<file path="config.mk">
export PLATFORM = sky130hd
export DESIGN_NAME = membus_arbiter_flat
export DESIGN_NICKNAME = d
export VERILOG_FILES = /design/src/rtl/membus_arbiter_if.sv /design/src/rtl/membus_arbiter.sv /design/src/flat_wrapper.sv
export SDC_FILE = /design/constraint.sdc
export NUM_CORES = 1
export LEC_CHECK = 0
export ABC_AREA = 1
export BUFFER_PORTS_ARGS = -buffer_cell sky130_fd_sc_hd__buf_4
export CAP_MARGIN = 20
export CORE_AREA = 2 2 123 125
export CTS_CLUSTER_SIZE = 14
export DETAILED_ROUTE_END_ITERATION = 6
export DIE_AREA = 0 0 125 127
export GPL_TIMING_DRIVEN = 0
export PLACE_DENSITY = 0.5
export SYNTH_ARGS = -nofsm -noshare
export SYNTH_HDL_FRONTEND = slang
export SYNTH_SLANG_ARGS = --single-unit
</file>
<file path="constraint.sdc">
create_clock -name clk -period 2.2 [get_ports clk]
set_input_delay 0.11 -clock clk [delete_from_list [all_inputs] [get_ports clk]]
set_output_delay 0.11 -clock clk [all_outputs]
set_load 0.01 [all_outputs]
</file>
<file path="src/rtl/membus_arbiter_if.sv">
// Memory bus port bundle (req/valid protocol) shared by masters, slaves and
// the arbiter. The master side issues requests; the slave side answers them.
interface membus_arbiter_if;
  logic        req;
  logic        we;
  logic [3:0]  be;
  logic [31:0] addr;
  logic [31:0] wdata;
  logic        valid;
  logic [31:0] rdata;

  modport master (
    output req, we, be, addr, wdata,
    input  valid, rdata
  );

  modport slave (
    input  req, we, be, addr, wdata,
    output valid, rdata
  );
endinterface

</file>
<file path="src/rtl/membus_arbiter.sv">
// Two-master, one-slave round-robin arbiter for the memory bus.
// Each grant covers exactly one transaction. A watchdog completes any
// transaction the slave does not answer within TIMEOUT_CYCLES busy cycles,
// returning TIMEOUT_RDATA and latching a sticky error.
module membus_arbiter #(
  parameter int unsigned TIMEOUT_CYCLES = 64,
  parameter logic [31:0] TIMEOUT_RDATA  = 32'hDEAD_BEEF
) (
  input  logic             clk,
  input  logic             res,
  membus_arbiter_if.slave  m0,
  membus_arbiter_if.slave  m1,
  membus_arbiter_if.master s,
  output logic [1:0]       grant,
  output logic             err,
  output logic             err_master,
  input  logic             err_clr
);

  typedef enum logic [1:0] {
    IDLE    = 2'd0,
    BUSY_M0 = 2'd1,
    BUSY_M1 = 2'd2
  } state_t;

  // A zero TIMEOUT_CYCLES disables the watchdog; the counter keeps a
  // one-bit minimum width so the declaration stays legal in that case.
  localparam bit          WD_EN = (TIMEOUT_CYCLES != 0);
  localparam int unsigned CNT_W = WD_EN ? $clog2(TIMEOUT_CYCLES + 1) : 1;
  localparam logic [CNT_W-1:0] CNT_LAST =
    WD_EN ? CNT_W'(TIMEOUT_CYCLES - 1) : {CNT_W{1'b0}};

  state_t           state_r;
  state_t           state_nxt_s;
  logic             last_grant_r;
  logic [CNT_W-1:0] cnt_r;
  logic             busy_s;
  logic             timeout_s;
  logic             err_r;
  logic             err_master_r;

  assign err        = err_r;
  assign err_master = err_master_r;

  // Decode whether a transaction is in flight (illegal encodings count as idle).
  always_comb begin
    if ((state_r == BUSY_M0) || (state_r == BUSY_M1)) begin
      busy_s = 1'b1;
    end else begin
      busy_s = 1'b0;
    end
  end

  // Watchdog fires on the last allowed busy cycle unless the slave answers in it.
  always_comb begin
    if (WD_EN && busy_s && !s.valid && (cnt_r == CNT_LAST)) begin
      timeout_s = 1'b1;
    end else begin
      timeout_s = 1'b0;
    end
  end

  // State register.
  always_ff @(posedge clk or posedge res) begin
    if (res) begin
      state_r <= IDLE;
    end else begin
      state_r <= state_nxt_s;
    end
  end

  // Next-state logic: round-robin on ties, release on slave answer or timeout.
  always_comb begin
    state_nxt_s = state_r;
    case (state_r)
      IDLE: begin
        if (m0.req && m1.req) begin
          state_nxt_s = last_grant_r ? BUSY_M0 : BUSY_M1;
        end else if (m0.req) begin
          state_nxt_s = BUSY_M0;
        end else if (m1.req) begin
          state_nxt_s = BUSY_M1;
        end else begin
          state_nxt_s = IDLE;
        end
      end
      BUSY_M0, BUSY_M1: begin
        if (s.valid || timeout_s) begin
          state_nxt_s = IDLE;
        end else begin
          state_nxt_s = state_r;
        end
      end
      default: state_nxt_s = IDLE;
    endcase
  end

  // Output decode: slave-side mux and master-side return path for the owner.
  always_comb begin
    s.req    = 1'b0;
    s.we     = 1'b0;
    s.be     = 4'b0000;
    s.addr   = 32'h0000_0000;
    s.wdata  = 32'h0000_0000;
    m0.valid = 1'b0;
    m0.rdata = 32'h0000_0000;
    m1.valid = 1'b0;
    m1.rdata = 32'h0000_0000;
    grant    = 2'b00;
    case (state_r)
      IDLE: begin
        grant = 2'b00;
      end
      BUSY_M0: begin
        grant    = 2'b01;
        s.req    = 1'b1;
        s.we     = m0.we;
        s.be     = m0.be;
        s.addr   = m0.addr;
        s.wdata  = m0.wdata;
        m0.valid = s.valid | timeout_s;
        m0.rdata = timeout_s ? TIMEOUT_RDATA : s.rdata;
      end
      BUSY_M1: begin
        grant    = 2'b10;
        s.req    = 1'b1;
        s.we     = m1.we;
        s.be     = m1.be;
        s.addr   = m1.addr;
        s.wdata  = m1.wdata;
        m1.valid = s.valid | timeout_s;
        m1.rdata = timeout_s ? TIMEOUT_RDATA : s.rdata;
      end
      default: begin
        grant = 2'b00;
      end
    endcase
  end

  // Remember the most recent owner; reset favours M0 on the first tie.
  always_ff @(posedge clk or posedge res) begin
    if (res) begin
      last_grant_r <= 1'b1;
    end else if ((state_r == IDLE) && (state_nxt_s == BUSY_M0)) begin
      last_grant_r <= 1'b0;
    end else if ((state_r == IDLE) && (state_nxt_s == BUSY_M1)) begin
      last_grant_r <= 1'b1;
    end else begin
      last_grant_r <= last_grant_r;
    end
  end

  // Watchdog counter: counts unanswered busy cycles, zero whenever idle.
  always_ff @(posedge clk or posedge res) begin
    if (res) begin
      cnt_r <= {CNT_W{1'b0}};
    end else if (WD_EN && busy_s && !s.valid && !timeout_s) begin
      cnt_r <= cnt_r + CNT_W'(1);
    end else begin
      cnt_r <= {CNT_W{1'b0}};
    end
  end

  // Sticky error: a new timeout takes priority over a simultaneous clear.
  always_ff @(posedge clk or posedge res) begin
    if (res) begin
      err_r        <= 1'b0;
      err_master_r <= 1'b0;
    end else if (timeout_s) begin
      err_r        <= 1'b1;
      err_master_r <= (state_r == BUSY_M1);
    end else if (err_clr) begin
      err_r        <= 1'b0;
      err_master_r <= err_master_r;
    end else begin
      err_r        <= err_r;
      err_master_r <= err_master_r;
    end
  end

endmodule

</file>
<file path="src/flat_wrapper.sv">
// flat-port wrapper written by rule: the top's interface ports become plain ports
module membus_arbiter_flat 
#(
  parameter int unsigned TIMEOUT_CYCLES = 64,
  parameter logic [31:0] TIMEOUT_RDATA  = 32'hDEAD_BEEF
)
  (clk, res, grant, err, err_master, err_clr, m0_req, m0_we, m0_be, m0_addr, m0_wdata, m0_valid, m0_rdata, m1_req, m1_we, m1_be, m1_addr, m1_wdata, m1_valid, m1_rdata, s_req, s_we, s_be, s_addr, s_wdata, s_valid, s_rdata);
  membus_arbiter_if m0_i ();
  membus_arbiter_if m1_i ();
  membus_arbiter_if s_i ();
  input  logic clk;
  input  logic res;
  output logic [1:0] grant;
  output logic err;
  output logic err_master;
  input  logic err_clr;
  input wire logic [$bits(m0_i.req)-1:0] m0_req;
  input wire logic [$bits(m0_i.we)-1:0] m0_we;
  input wire logic [$bits(m0_i.be)-1:0] m0_be;
  input wire logic [$bits(m0_i.addr)-1:0] m0_addr;
  input wire logic [$bits(m0_i.wdata)-1:0] m0_wdata;
  output wire logic [$bits(m0_i.valid)-1:0] m0_valid;
  output wire logic [$bits(m0_i.rdata)-1:0] m0_rdata;
  input wire logic [$bits(m1_i.req)-1:0] m1_req;
  input wire logic [$bits(m1_i.we)-1:0] m1_we;
  input wire logic [$bits(m1_i.be)-1:0] m1_be;
  input wire logic [$bits(m1_i.addr)-1:0] m1_addr;
  input wire logic [$bits(m1_i.wdata)-1:0] m1_wdata;
  output wire logic [$bits(m1_i.valid)-1:0] m1_valid;
  output wire logic [$bits(m1_i.rdata)-1:0] m1_rdata;
  output wire logic [$bits(s_i.req)-1:0] s_req;
  output wire logic [$bits(s_i.we)-1:0] s_we;
  output wire logic [$bits(s_i.be)-1:0] s_be;
  output wire logic [$bits(s_i.addr)-1:0] s_addr;
  output wire logic [$bits(s_i.wdata)-1:0] s_wdata;
  input wire logic [$bits(s_i.valid)-1:0] s_valid;
  input wire logic [$bits(s_i.rdata)-1:0] s_rdata;
  assign m0_i.req = m0_req;
  assign m0_i.we = m0_we;
  assign m0_i.be = m0_be;
  assign m0_i.addr = m0_addr;
  assign m0_i.wdata = m0_wdata;
  assign m0_valid = m0_i.valid;
  assign m0_rdata = m0_i.rdata;
  assign m1_i.req = m1_req;
  assign m1_i.we = m1_we;
  assign m1_i.be = m1_be;
  assign m1_i.addr = m1_addr;
  assign m1_i.wdata = m1_wdata;
  assign m1_valid = m1_i.valid;
  assign m1_rdata = m1_i.rdata;
  assign s_req = s_i.req;
  assign s_we = s_i.we;
  assign s_be = s_i.be;
  assign s_addr = s_i.addr;
  assign s_wdata = s_i.wdata;
  assign s_i.valid = s_valid;
  assign s_i.rdata = s_rdata;
  membus_arbiter #(.TIMEOUT_CYCLES(TIMEOUT_CYCLES), .TIMEOUT_RDATA(TIMEOUT_RDATA)) u_core (.clk(clk), .res(res), .m0(m0_i), .m1(m1_i), .s(s_i), .grant(grant), .err(err), .err_master(err_master), .err_clr(err_clr));
endmodule
</file>
== Yosys cells after proc, flatten, opt, wreduce, memory -nomap -nowiden ==
Index checks and enable logic that the tools add are counted.
Cells by class
  add/sub/neg operators: 1
  equality and inequality tests: 5
  muxes and demuxes: 24
  bitwise logic cells: 1
  reduce and logical (&&, ||, !) cells: 14
Operator list (number)
  $pmux 32 s2: 2
  $mux 32: 3
  $mux 2: 5
  $mux 1: 9
  $pmux 2 s2: 2
  $pmux 4 s2: 1
  $add 7x1->7 const B: 1
  $eq 7x6->1 const B: 1
  $mux 7: 1
  $logic_and 1x1->1: 6
  $eq 2x1->1 const B: 2
  $eq 2x2->1 const B: 2
  $reduce_bool 2->1: 2
  $logic_not 1->1: 2
  $logic_not 2->1: 1
  $logic_or 1x1->1: 2
  $pmux 1 s2: 1
  $reduce_or 2->1: 1
  $or 1x1->1: 1
Word-level totals
  register bits after elaboration: 12
  bits of input ports: 176
  output and inout bits: 140
  word-level logic and storage cells: 50

== Longest topological paths before layout ==
  word-level depth: 13
  depth in mapped cells: 10

== Worst setup path after synthesis ==
OpenSTA, ideal clock, no wires.
  path type: register to output
  start point: register u_core.state_r[0]
  end point: output port m0_rdata[0]
  arrival time: 1.734 ns
  data required time: 2.090 ns
  setup slack: 0.356 ns
  stages on the path, launching flop included: 10
  buffers on the path: 1
  cell sequence: dfrtp_1 > inv_1 > ha_1 > inv_2 > nor2_2 > inv_2 > nor2_8 > inv_4 > buf_6 > a21oi_1
Between the ends
  word-level cells in the longest chain between the ends: 8
  elaborated cells between the ends (all ways): 9
Ends and longest elaborated chain
  from (decl): line membus_arbiter.sv:33  | state_t state_r;
  from (signal assigned): line membus_arbiter.sv:68  | state_r <= state_nxt_s;
  $eq 2x1->1 or $eq 2x2->1 (tied branches): line membus_arbiter.sv:47, membus_arbiter.sv:110
  $logic_or 1x1->1: line membus_arbiter.sv:47  | if ((state_r == BUSY_M0) || (state_r == BUSY_M1)) begin
  $mux 1: line membus_arbiter.sv:47
  $logic_and 1x1->1 (2 in series): line membus_arbiter.sv:56  | if (WD_EN && busy_s && !s.valid && (cnt_r == CNT_LAST)) begin
  $mux 1: line membus_arbiter.sv:56
  $mux 32: line membus_arbiter.sv:122  | m0.rdata = timeout_s ? TIMEOUT_RDATA : s.rdata;
  $mux 32 *: line membus_arbiter.sv:110  | case (state_r)
  to (decl): line flat_wrapper.sv:23  | output wire logic [$bits(m0_i.rdata)-1:0] m0_rdata;
Mark *: on every way between the ends. The rest lies on a longest branch, timed or not.

== Worst setup path in the final report ==
  start point: register u_core.state_r[0]
  end point: output port s_addr[2]
Between the ends
  word-level cells in the longest chain between the ends: 2
  elaborated cells between the ends (all ways): 3
Ends and longest elaborated chain
  $eq 2x2->1 or $eq 2x1->1 (tied branches): line membus_arbiter.sv:110
  $pmux 32 s2 *: line membus_arbiter.sv:110
  to (decl): line flat_wrapper.sv:34  | output wire logic [$bits(s_i.addr)-1:0] s_addr;
Marked as above.

==> metrics <==
outcome=completed; storage element area=302 sq um; post-synthesis compound-gate area fraction=roughly 28%; dpl hpwl=around 12,000 um; Pint=between 2 and 2.5 mW; synthesized area per cell=5.17 sq um; met1 wire length=between 5000 and 6000 um; metal2 WL=roughly 7400 um; Clock Latency Late Sink=between 0.2 and 0.25 ns; Post-DRT Antenna Nets=0; max-slew violation count=0; CP required=2.09 ns; met3 WL=1140 um; Crit Path Category=flip-flop to output pin; Core ar.=~14,000 sq um; global-route wire length before repair=approximately 20,000 um; leakage dissipation=between 2 and 3 nW; setup TNS=0 ns; CTS Buf Count=3; Max Cap Violations=0; CP startpoint kind=flip-flop; die height=127 um; Pwr per Cell Area=942 nW/um^2; fill count=about 1,600; drt total wl=~14,000 um; uppermost layer routed=met4; CTS tree=built; Net Sw Power=approximately 2.5 mW; Placed Area=4760 sq um; P&R area growth vs syn=131%; RePlAce Congestion=between 0.8 and 0.9; total track usage=between 10% and 20%; IO Port Bufs=between 300 and 400; Final Cycle Share=between 90% and 100%; die area=~16,000 sq um; vias in the first global route=between 3,000 and 4,000; setup ws final=between 0.1 and 0.15 ns; clock network power share=7.9%; Switching Fraction=52.6%; Std-Cell Rows=44; post-synth cell types=26; combinational group share of total power=85.8%; layout cells sized above 1=between 50% and 60%; Reg clk slew, reported paths=0.04 ns; CTS H-tree depth=1; synth warn=0; Longest Clk Path Bufs=2; antenna diode count=0; GR Overflow Total=0; effective utilization at floorplan=between 15 and 20%; Final min period=between 2 and 2.5 ns; slowest cell on the critical path=clkbuf_1; CP arrival=between 1.5 and 2 ns; vias per std cell=around 4.2; DP Worst Slack=-0.0913 ns; Die Wd=about 130 um; critical path cell sequence=inv_1 -> ha_4 -> inv_2 -> clkbuf_1 -> a21oi_1 -> buf_4; Synth Area in Simple Gates=between 30 and 40%; final-stage net count=between 900 and 1,000; XOR/XNOR Fraction of Synth Area=less than 1%; first-pass iteration count of the detailed router=5; largest net degree at the start of global routing=13; CP max stage delay=0.48 ns; mux cell area share after synthesis=0%; vias post-DR=just under 4,000; Setup violations, final=0; DRC Markers=0; Seq pwr share=6.3%; register bit total from synthesis=12; main combinational cell family by area after synthesis=simple AND/OR/NAND/NOR gates; Max transition margin=slightly above 60%; DRT iter0 DRCs=roughly 120; Hold Path Class=input pin to flip-flop; hold slack=0.0588 ns; adder-cell share of the synthesized area=about 4.0%; area occupied by multi-input gates=between 1500 and 2000 sq um; Final Power=4.71 mW; Post-Syn Nets=about 600; Post-Syn Instances=about 420; Seq/Total Area, Yosys=13.9%; clk_skew=0.00291 ns; maximum VDD drop=340 uV; wire length per cell=15.1 um; initial antenna violation count=0; I/O pin count=between 300 and 400; clock sink count=12; synthesized cell area=about 2200 sq um; design area=roughly 5000 sq um; clock root buffer=clkbuf_16; nature of the critical path endpoint=output pin; CP max FO=10; f_max=approximately 480 MHz; Final Hold Fails=0; Worst-Margin Slew=between 0.5 and 0.6 ns
==> power groups by stage <==
stage / registers [mW] / logic, mW / clock network [mW]
3_5_place_dp: 0.313 / 3.90 / 0
4_1_cts: 0.297 / 4.01 / 0.385
6_report: 0.298 / 4.04 / 0.372
2_1_floorplan: 0.302 / 1.93 / 0
5_1_grt: 0.306 / 4.45 / 0.394
3_3_place_gp: 0.313 / 3.94 / 0
==> synth_stat cells (all sizes together) <==
cell type | count | area share (%)
clkbuf | 22 | 3.8
or2 | 1 | 0.29
dfrtp | 11 | 13
xnor2 | 1 | 0.40
clkinv | 1 | 0.17
nor2 | 12 | 3.4
dfstp | 1 | 1.2
a21oi | 120 | 28
nor3b | 1 | 0.35
ha | 7 | 4.0
nor3 | 18 | 4.2
o21ai | 2 | 0.46
inv | 47 | 8.3
nand2 | 156 | 27
nand3 | 5 | 1.2
a31oi | 1 | 0.29
buf | 13 | 4.3
==> final cells by class <==
cell class              count  share of cell area, %
plain buffers              33                   3.81
clock buffers               4                   1.78
inverters                  48                   3.68
multi-input cells         324                   31.8
flip-flops and latches     12                   6.04
well taps                 184                   4.61
repair buffers            321                   48.3
==> timing repair <==
action	4_1_cts	5_1_grt
hold buffers	1	0
setup buffers	3	2
hold endpoints to repair	11	0
resized for setup	10	32
cloned	0	0
setup endpoints to repair	134	112
pin swaps	2	1
==> per-layer routing <==
metal | global-route usage, % | vias to the layer above
li1 | - | 1978
met1 | 18.1 | 1692
met2 | 31.2 | 212
met3 | 3.35 | 7
met4 | 2.16 | 0
met5 | 0 | -
==> through the flow <==
step,utilization [%],std cells
after floorplan,-,419
after global placement,33.0,918
after detailed placement,33.0,918
after CTS,34.0,925
after global routing,34.6,926
final,34.6,926
==> layout by cell type, fill, tap and decap left out, types with 4 or more instances in the layout <==
master	n
nand2_1	155
nor2_1	8
a21oi_1	109
buf_6	5
a21oi_2	10
clkbuf_2	11
dfrtp_1	11
ha_1	5
nor3_1	17
nand3_1	5
inv_2	4
inv_1	42
buf_4	320
clkbuf_1	9
==> registers in the layout, indices dropped and copies added (netlist names) <==
name,flops
u_core.cnt_r,7
u_core.err,1
u_core.state_r,2
u_core.err_master,1
u_core.last_grant_r,1
==> worst paths after layout <==
check / start / to / slack (ns) / cells past startpoint
worst max-delay path: u_core.state_r[0]$_DFF_PP0_ / s_addr[2] / 0.11 / 6
worst min-delay path: err_clr / u_core.err$_DFFE_PP0P_ / 0.06 / 2
worst max register to register: u_core.state_r[1]$_DFF_PP0_ / u_core.err_master$_DFFE_PP0P_ / 0.58 / 9
worst min register to register: u_core.cnt_r[0]$_DFF_PP0_ / u_core.cnt_r[0]$_DFF_PP0_ / 0.47 / 1
max in group asynchronous: res / u_core.last_grant_r$_DFFE_PP1P_ / 1.41 / 3
min in group asynchronous: res / u_core.cnt_r[2]$_DFF_PP0_ / 0.44 / 3
==> cells by family (layout without fill, tap and decap cells) <==
| group | after synthesis | after routing |
|---|---|---|
| XOR/XNOR | 1 | 1 |
| AO/OA/AOI/OAI | 123 | 123 |
| AND/OR/NAND/NOR | 193 | 193 |
| adder cells (fa/ha/maj) | 7 | 7 |
| flip-flops | 12 | 12 |
| buffers and inverters | 83 | 406 |
==> critical path, delay by kind of cell, from the launching register on <==
kind | cells | cell delay (ns)
AO/OA/AOI/OAI | 1 | 0.15
adder cells (fa/ha/maj) | 1 | 0.23
buffers and inverters | 4 | 0.97
flip-flops | 1 | 0.38
(Power assumes the default switching activity.)
